`config.mk`:
```
export PLATFORM = sky130hd
export DESIGN_NAME = hazard_control_unit_flat
export DESIGN_NICKNAME = d
export VERILOG_FILES = /design/src/rtl/cpu_pkg.sv /design/src/rtl/hazard_control_unit_if.sv /design/src/rtl/hazard_control_unit_stat_counter.sv /design/src/rtl/hazard_control_unit.sv /design/src/flat_wrapper.sv
export SDC_FILE = /design/constraint.sdc
export NUM_CORES = 1
export LEC_CHECK = 0
export CAP_MARGIN = 15
export CORE_AREA = 5 5 42 44
export CTS_BUF_LIST = sky130_fd_sc_hd__clkbuf_16
export DETAILED_ROUTE_END_ITERATION = 10
export DIE_AREA = 0 0 47 49
export GPL_ROUTABILITY_DRIVEN = 0
export PLACE_DENSITY = 0.54
export SYNTH_ARGS = -nofsm -noshare
export SYNTH_HDL_FRONTEND = slang
export SYNTH_SLANG_ARGS = --single-unit
```
`constraint.sdc`:
```
create_clock -name clk -period 2.7 [get_ports clk]
set_input_delay 0.405 -clock clk [delete_from_list [all_inputs] [get_ports clk]]
set_output_delay 0.405 -clock clk [all_outputs]
set_load 0.01 [all_outputs]
```
`src/rtl/cpu_pkg.sv`:
```
// Shared CPU package: hazard control state encoding and common constants.
//   hazard_state_t : INIT / RUN / FLUSH states of the hazard control unit
//   ALU_OP_NOP     : ALU opcode carried by a killed (bubble) control word
//   REG_ZERO       : architectural zero register, never a hazard source
package cpu_pkg;

   typedef enum logic [1:0] {
      INIT  = 2'd0,
      RUN   = 2'd1,
      FLUSH = 2'd2
   } hazard_state_t;

   localparam logic [2:0] ALU_OP_NOP = 3'h1;
   localparam logic [4:0] REG_ZERO   = 5'd0;

endpackage

```
`src/rtl/hazard_control_unit_if.sv`:
```
// Hazard control bus between the pipeline (decode/DX/execute/fetch) and the
// hazard control unit.
//   Pipeline -> unit : id_valid, id_rs_addr, id_rt_addr, id_uses_rt,
//                      dx_mem_read, dx_rt_addr, ex_branch_taken
//   Unit -> pipeline : pc_write, fd_write, fd_flush, stall_b, ctrl_kill, busy
// modport master: pipeline side; modport slave: hazard control unit.
interface hazard_control_unit_if;

   logic       id_valid;
   logic [4:0] id_rs_addr;
   logic [4:0] id_rt_addr;
   logic       id_uses_rt;
   logic       dx_mem_read;
   logic [4:0] dx_rt_addr;
   logic       ex_branch_taken;

   logic       pc_write;
   logic       fd_write;
   logic       fd_flush;
   logic       stall_b;
   logic       ctrl_kill;
   logic       busy;

   modport master (
      output id_valid, id_rs_addr, id_rt_addr, id_uses_rt,
             dx_mem_read, dx_rt_addr, ex_branch_taken,
      input  pc_write, fd_write, fd_flush, stall_b, ctrl_kill, busy
   );

   modport slave (
      input  id_valid, id_rs_addr, id_rt_addr, id_uses_rt,
             dx_mem_read, dx_rt_addr, ex_branch_taken,
      output pc_write, fd_write, fd_flush, stall_b, ctrl_kill, busy
   );

endinterface

```
`src/rtl/hazard_control_unit_stat_counter.sv`:
```
// hazard_stat_counter: one saturating event counter with synchronous clear.
//   clk, rst : clock, asynchronous active-high reset (count -> 0)
//   clr_i    : synchronous clear, wins over inc_i
//   inc_i    : count one event this cycle
//   cnt_o    : current count, holds at all-ones
module hazard_stat_counter #(
   parameter int STAT_W = 16
) (
   input  logic              clk,
   input  logic              rst,
   input  logic              clr_i,
   input  logic              inc_i,
   output logic [STAT_W-1:0] cnt_o
);

   logic [STAT_W-1:0] cnt_q;
   logic [STAT_W-1:0] cnt_d;

   always_comb begin
      cnt_d = cnt_q;
      if (clr_i) begin
         cnt_d = '0;
      end else if (inc_i && (cnt_q != '1)) begin
         cnt_d = cnt_q + {{(STAT_W-1){1'b0}}, 1'b1};
      end
   end

   always_ff @(posedge clk or posedge rst) begin
      if (rst) begin
         cnt_q <= '0;
      end else begin
         cnt_q <= cnt_d;
      end
   end

   assign cnt_o = cnt_q;

endmodule

```
`src/rtl/hazard_control_unit.sv`:
```
// hazard_control_unit: control-side hazard logic for the decode/DX boundary.
// Detects load-use hazards against the DX-stage load, sequences the bubbles
// that follow a taken branch, and drives PC / fetch-decode enables, the
// fetch-decode flush, the DX register stall_b and the decode control kill.
// Outputs are Mealy: a hazard acts in the same cycle it is visible.
//   clk, rst : clock, asynchronous active-high reset
//   hz       : hazard_control_unit_if.slave (pipeline inputs, control outputs)
// Optional build macro HAZARD_STATS_EN adds:
//   stat_clr_i      : synchronous clear of both statistics counters
//   stat_lu_cnt     : load-use stall cycles (saturating)
//   stat_flush_cnt  : branch flush cycles (saturating)
module hazard_control_unit
   import cpu_pkg::*;
#(
   parameter int FLUSH_CYCLES = 1,
   parameter int STAT_W       = 16
) (
   input  logic              clk,
   input  logic              rst,
`ifdef HAZARD_STATS_EN
   input  logic              stat_clr,
   output logic [STAT_W-1:0] stat_lu_cnt,
   output logic [STAT_W-1:0] stat_flush_cnt,
`endif
   hazard_control_unit_if.slave hz
);

   localparam logic [2:0] FLUSH_LOAD = 3'(FLUSH_CYCLES - 1);

   hazard_state_t state_q;
   hazard_state_t state_d;
   logic [2:0]    flush_cnt_q;
   logic [2:0]    flush_cnt_d;
   logic          lu;

   // Register zero is hardwired, so a load targeting it never creates a hazard.
   always_comb begin
      lu = hz.id_valid && hz.dx_mem_read && (hz.dx_rt_addr != REG_ZERO) &&
           ((hz.dx_rt_addr == hz.id_rs_addr) ||
            (hz.id_uses_rt && (hz.dx_rt_addr == hz.id_rt_addr)));
   end

   // State register
   always_ff @(posedge clk or posedge rst) begin
      if (rst) begin
         state_q     <= INIT;
         flush_cnt_q <= 3'd0;
      end else begin
         state_q     <= state_d;
         flush_cnt_q <= flush_cnt_d;
      end
   end

   // Next-state logic
   always_comb begin
      state_d     = state_q;
      flush_cnt_d = flush_cnt_q;
      case (state_q)
         INIT: begin
            state_d = RUN;
         end
         RUN: begin
            // A single-cycle flush is covered by the branch cycle itself.
            if (hz.ex_branch_taken && (FLUSH_CYCLES > 1)) begin
               state_d     = FLUSH;
               flush_cnt_d = FLUSH_LOAD;
            end
         end
         FLUSH: begin
            flush_cnt_d = flush_cnt_q - 3'd1;
            if (flush_cnt_q == 3'd1) begin
               state_d = RUN;
            end
         end
         default: begin
            state_d     = INIT;
            flush_cnt_d = 3'd0;
         end
      endcase
   end

   // Output logic; rst is folded in so outputs follow reset without a clock.
   always_comb begin
      hz.pc_write  = 1'b0;
      hz.fd_write  = 1'b0;
      hz.fd_flush  = 1'b1;
      hz.stall_b   = 1'b0;
      hz.ctrl_kill = 1'b1;
      hz.busy      = 1'b1;
      if (!rst) begin
         case (state_q)
            RUN: begin
               hz.busy = 1'b0;
               if (hz.ex_branch_taken) begin
                  // Younger instruction is discarded, so a coincident lu is moot.
                  hz.pc_write  = 1'b1;
                  hz.fd_write  = 1'b1;
                  hz.fd_flush  = 1'b1;
                  hz.stall_b   = 1'b0;
                  hz.ctrl_kill = 1'b1;
               end else if (lu) begin
                  hz.pc_write  = 1'b0;
                  hz.fd_write  = 1'b0;
                  hz.fd_flush  = 1'b0;
                  hz.stall_b   = 1'b0;
                  hz.ctrl_kill = 1'b1;
               end else begin
                  hz.pc_write  = 1'b1;
                  hz.fd_write  = 1'b1;
                  hz.fd_flush  = 1'b0;
                  hz.stall_b   = 1'b1;
                  hz.ctrl_kill = 1'b0;
               end
            end
            FLUSH: begin
               hz.pc_write  = 1'b1;
               hz.fd_write  = 1'b1;
               hz.fd_flush  = 1'b1;
               hz.stall_b   = 1'b0;
               hz.ctrl_kill = 1'b1;
               hz.busy      = 1'b1;
            end
            default: begin
               hz.pc_write  = 1'b0;
               hz.fd_write  = 1'b0;
               hz.fd_flush  = 1'b1;
               hz.stall_b   = 1'b0;
               hz.ctrl_kill = 1'b1;
               hz.busy      = 1'b1;
            end
         endcase
      end
   end

`ifdef HAZARD_STATS_EN
   logic lu_event;
   logic flush_event;

   always_comb begin
      lu_event    = (state_q == RUN) && lu && !hz.ex_branch_taken;
      flush_event = ((state_q == RUN) && hz.ex_branch_taken) || (state_q == FLUSH);
   end

   hazard_stat_counter #(.STAT_W(STAT_W)) u_lu_cnt (
      .clk   (clk),
      .rst   (rst),
      .clr_i (stat_clr),
      .inc_i (lu_event),
      .cnt_o (stat_lu_cnt)
   );

   hazard_stat_counter #(.STAT_W(STAT_W)) u_flush_cnt (
      .clk   (clk),
      .rst   (rst),
      .clr_i (stat_clr),
      .inc_i (flush_event),
      .cnt_o (stat_flush_cnt)
   );
`endif

endmodule
```
`src/flat_wrapper.sv`:
```
// flat-port wrapper written by rule: the top's interface ports become plain ports
module hazard_control_unit_flat import cpu_pkg::*;
#(
   parameter int FLUSH_CYCLES = 1,
   parameter int STAT_W       = 16
)
  (clk, rst, hz_id_valid, hz_id_rs_addr, hz_id_rt_addr, hz_id_uses_rt, hz_dx_mem_read, hz_dx_rt_addr, hz_ex_branch_taken, hz_pc_write, hz_fd_write, hz_fd_flush, hz_stall_b, hz_ctrl_kill, hz_busy);
  hazard_control_unit_if hz_i ();
  input  logic clk;
  input  logic rst;
  input wire logic [$bits(hz_i.id_valid)-1:0] hz_id_valid;
  input wire logic [$bits(hz_i.id_rs_addr)-1:0] hz_id_rs_addr;
  input wire logic [$bits(hz_i.id_rt_addr)-1:0] hz_id_rt_addr;
  input wire logic [$bits(hz_i.id_uses_rt)-1:0] hz_id_uses_rt;
  input wire logic [$bits(hz_i.dx_mem_read)-1:0] hz_dx_mem_read;
  input wire logic [$bits(hz_i.dx_rt_addr)-1:0] hz_dx_rt_addr;
  input wire logic [$bits(hz_i.ex_branch_taken)-1:0] hz_ex_branch_taken;
  output wire logic [$bits(hz_i.pc_write)-1:0] hz_pc_write;
  output wire logic [$bits(hz_i.fd_write)-1:0] hz_fd_write;
  output wire logic [$bits(hz_i.fd_flush)-1:0] hz_fd_flush;
  output wire logic [$bits(hz_i.stall_b)-1:0] hz_stall_b;
  output wire logic [$bits(hz_i.ctrl_kill)-1:0] hz_ctrl_kill;
  output wire logic [$bits(hz_i.busy)-1:0] hz_busy;
  assign hz_i.id_valid = hz_id_valid;
  assign hz_i.id_rs_addr = hz_id_rs_addr;
  assign hz_i.id_rt_addr = hz_id_rt_addr;
  assign hz_i.id_uses_rt = hz_id_uses_rt;
  assign hz_i.dx_mem_read = hz_dx_mem_read;
  assign hz_i.dx_rt_addr = hz_dx_rt_addr;
  assign hz_i.ex_branch_taken = hz_ex_branch_taken;
  assign hz_pc_write = hz_i.pc_write;
  assign hz_fd_write = hz_i.fd_write;
  assign hz_fd_flush = hz_i.fd_flush;
  assign hz_stall_b = hz_i.stall_b;
  assign hz_ctrl_kill = hz_i.ctrl_kill;
  assign hz_busy = hz_i.busy;
  hazard_control_unit #(.FLUSH_CYCLES(FLUSH_CYCLES), .STAT_W(STAT_W)) u_core (.clk(clk), .rst(rst), .hz(hz_i));
endmodule
```
After elaboration in Yosys (flattened, before gate mapping):

Cells that the tools add are included.
W data, S select, Z words.

* register bits after elaboration: 5
* bits in latches: 0
* RAM bits: 0
* ROM bits: 0
* input bits: 21
* output and inout bits: 6
* word-level logic and storage cells: 38
* memories kept: 0

* add/sub/neg operators: 1
* $mul: 0
* div/mod/pow operators: 0
* $lt $le $gt $ge: 0
* eq/ne operators: 6
* shifts and indexed selects: 0
* multiplexer cells: 19
* bitwise gates (word level): 1
* reductions and logical operators: 9

Operators by type and width (number)
* $mux W1: 15
* $eq A5 B5 Y1: 2
* $pmux W2 S3: 1
* $pmux W3 S2: 1
* $reduce_bool A5 Y1: 1
* $logic_and A1 B1 Y1: 4
* $eq A3 B1 Y1 const B: 1
* $sub A3 B1 Y3 const B: 1
* $eq A2 B1 Y1 const B: 1
* $eq A2 B2 Y1 const B: 1
* $logic_not A2 Y1: 1
* $mux W2: 1
* $ne A2 B1 Y1 const B: 1
* $pmux W1 S2: 1
* $reduce_and A2 Y1: 1
* $reduce_or A2 Y1: 1
* $logic_or A1 B1 Y1: 1
* $not A1 Y1: 1

Depth between registers and ports, before layout:

* word-level depth: 8
* gate-level depth with buffers: 5
* depth with buffers taken out: 4

Worst setup path before layout:

OpenSTA, ideal clock, no wires.

* kind: input to output
* from: input hz_dx_rt_addr[0]
* to: output hz_pc_write
* data arrival time: 1533 ps
* required time: 2295 ps
* slack: 762 ps
* stages: 5
* path buffers: 1
* cells stage by stage: or4_1 > nor2_2 > nor3_1 > a21oi_1 > buf_4

* longest elaborated chain between the ends: 8
* elaborated cells on any way between the ends: 11
* classes of those cells: eq/ne (2); mux (4); reduce/logical (5)

RTL lines
* start, declared: line flat_wrapper.sv:16 `input wire logic [$bits(hz_i.dx_rt_addr)-1:0] hz_dx_rt_addr;`
* $eq A5 B5 Y1: line hazard_control_unit.sv:40 `(hz.id_uses_rt && (hz.dx_rt_addr == hz.id_rt_addr)));`
* $logic_and A1 B1 Y1: line hazard_control_unit.sv:40
* $logic_or A1 B1 Y1: line hazard_control_unit.sv:39 `((hz.dx_rt_addr == hz.id_rs_addr) ||`
* $logic_and A1 B1 Y1 (*): line hazard_control_unit.sv:38 `lu = hz.id_valid && hz.dx_mem_read && (hz.dx_rt_addr != REG_ZERO) &&`
* $mux W1 (*) (2 in series)
* $pmux W1 S2 (*)
* $mux W1 (*)
* end, declared: line flat_wrapper.sv:18 `output wire logic [$bits(hz_i.pc_write)-1:0] hz_pc_write;`

Every way passes the cells marked *; elsewhere a longest branch is shown, timed or not.

Final worst setup path:

* from: input hz_dx_rt_addr[2]
* to: output hz_ctrl_kill

* longest elaborated chain between the ends: 8
* elaborated cells on any way between the ends: 11
* classes of those cells: eq/ne (2); mux (4); reduce/logical (5)

RTL lines
* $eq A5 B5 Y1: line hazard_control_unit.sv:40
* $logic_and A1 B1 Y1: line hazard_control_unit.sv:40
* $logic_or A1 B1 Y1: line hazard_control_unit.sv:39
* $logic_and A1 B1 Y1 (*): line hazard_control_unit.sv:38
* $mux W1 (*): line hazard_control_unit.sv:101 `end else if (lu) begin`
* $mux W1 (*): line hazard_control_unit.sv:94 `if (hz.ex_branch_taken) begin`
* $mux W1 (*): line hazard_control_unit.sv:91 `case (state_q)`
* $mux W1 (*): line hazard_control_unit.sv:90 `if (!rst) begin`
* end, declared: line flat_wrapper.sv:22 `output wire logic [$bits(hz_i.ctrl_kill)-1:0] hz_ctrl_kill;`

Marks and branches as above.

==> results by group <==
CTS
  – Clock-pin transition on the worst setup and hold timing paths: 0 ns
  – Post-CTS Setup Inserts: 0

Timing
  – Final Hold Fails: 0
  – Crit path time final: 2.62 ns
  – Max Clock Freq: roughly 380 MHz
  – Setup Viol. Count Final: 0
  – Max-slew violation count: 0
  – Period utilisation layout: 97.0%
  – RSZ-0062 raised after global routing: no
  – Final TNS setup: 0 ns

Synthesis
  – Post-Synthesis Cells: 29
  – Largest area contributor in the netlist: xnor2_1
  – Synthesis Warnings: 0
  – Mapped Avg Cell Area: 7.12 um2
  – Sequential fraction of the synthesis area: 12.1%
  – Syn_nets: 50
  – Library cells used by synthesis: 16
  – Top post-synthesis cells by area: xnor2_1 42%, dfrtp_1 12%, nand2_1 7.3%, a21oi_1 4.8%, a21o_1 3.6%
  – Post-synth top area share: 42.4%
  – Flops & latches, synth: 1
  – Post-Syn Area: 206 um2

Global route
  – Grt total ovfl: 0
  – GRT Util Overall: 4.71%
  – Largest net degree at the start of global routing: 4
  – First-pass GRT wire length: 862 um
  – Antenna violations before repair: 0
  – Vias in the first global route: around 220

Die
  – Site Rows: 14
  – Boundary Pins: 27
  – Chip height: 49 um
  – Core area: 1400 um2
  – Die ar.: about 2300 um2
  – Initial Utilization: 14.7%
  – Chip width: 47 um

Drt
  – TritonRoute pass-1 iters: 3
  – Antenna viol nets, final: 0
  – Vias/cell: between 3 and 4
  – DRC: 0
  – Wire length per cell: 9.54 um
  – Routed WL: between 600 and 700 um
  – DR vias: approximately 280
  – Iter 0 DRT Violations: 3

Place
  – DP Cell Count: 72
  – Port buffer count: 26
  – Hpwl dp: 645 um

Cells and area
  – Proportion of layout cells with a drive suffix above 1: 7.14%
  – Top flop regs: u_core.state_q x1
  – Largest Register: u_core.state_q
  – Synth-to-Final Area Change: 139%
  – Max FFs per register: 1
  – Final instance count without filler cells: 72
  – Post-layout util: 35.3%
  – Antenna cells: 0
  – Commonest non-fill, non-tap cell in the layout: clkdlybuf4s50_1
  – Most frequent cells in the layout: 23 x clkdlybuf4s50_1, 10 x xnor2_1, 4 x nand2_1
  – Nets: 79

Power
  – Power Total: between 80 and 90 uW
  – Pwr dens: 169 nW/um2
  – Leak: 0.204 nW
  – Worst vdd ir: roughly 0.000073 V

Critical path
  – Worst setup SP type: input port
  – CP startpoint: hz_dx_rt_addr[2]
  – CP max FO: 3
  – Req. time, crit path: between 2 and 2.5 ns
  – Crit Path Category: in -> out
  – Nature of the critical path endpoint: output port
  – Critical path arrival: 2.21 ns

Hold path
  – Hold crit path type: in -> async

Outcome
  – Status: complete, no violations

Job
  – Maxcap violations: 0
[metal layers]
layer / vias to the layer above / GRT usage, % / share of wire (%)
met2: 16 / 8.14 / 43
li1: 149 / - / -
met5: - / 0 / 0
met3: 0 / 0.738 / 15
met1: 113 / 6.33 / 41
met4: 0 / 0 / 0
[worst max-delay path by stage]
stage	end	depth (start not counted)
after floorplan	hz_pc_write	5
after global placement	hz_fd_write	6
after detailed placement	hz_pc_write	6
after CTS	hz_stall_b	6
after global routing	hz_ctrl_kill	6
final	hz_ctrl_kill	6
[where the power goes]
part	switching, mW	internal, mW	leakage [nW]
Combinational	0.0216	0.0458	0.193
Clock	0	0	0
Sequential	0.000158	0.0160	0.0117
Total	0.0218	0.0618	0.204
[metrics by stage]
step / cell area, um2 / setup slack, ns / hold slack (ns)
floorplan: 206 / 0.762 / 0.142
global placement: 494 / -0.00858 / 0.564
detailed placement: 494 / -0.00839 / 0.567
CTS: 492 / 0.0386 / 0.567
global route: 494 / 0.0190 / 0.577
finish: 494 / 0.0820 / 0.560
[logic make-up after synthesis]
logic type | count (synthesis) | synth area share (%)
other | 1 | 1.82
xor gates and xnor gates | 10 | 42.4
DFF | 1 | 12.1
AOI/OAI and AO/OA | 4 | 11.5
buffers and inverters | 2 | 5.45
and+or+nand+nor | 11 | 26.7
[Yosys cell counts]
library cell	instances
inv_1	1
nor2_1	1
nor3_1	1
dfrtp_1	1
buf_4	1
or4_1	1
a21oi_1	2
conb_1	1
a21o_1	1
nand2_1	4
nand4_1	1
o22ai_1	1
nor2_2	1
nand3_1	1
xnor2_1	10
or2_2	1
[repair_timing]
item | 4_1_cts | 5_1_grt
endpoints found under the setup margin | 2 | 1
gates resized for setup | 2 | 1
hold buffers | 0 | 0
gates cloned | 0 | 0
[critical path: stages]
cell,delay [ns]
clkdlybuf4s50_1,0.46
or4_1,0.51
nor2_2,0.12
nor2_1,0.07
a21o_1,0.17
clkdlybuf4s50_1,0.47
[final cells by class]
class / instances / area [um2]
inverter: 1 / 3.75
multi-input combinational: 26 / 170
tap: 16 / 20.0
timing repair buffer: 28 / 275
fill: 167 / 907
sequential: 1 / 25.0
Note: power is estimated with default switching activity, not from simulation.
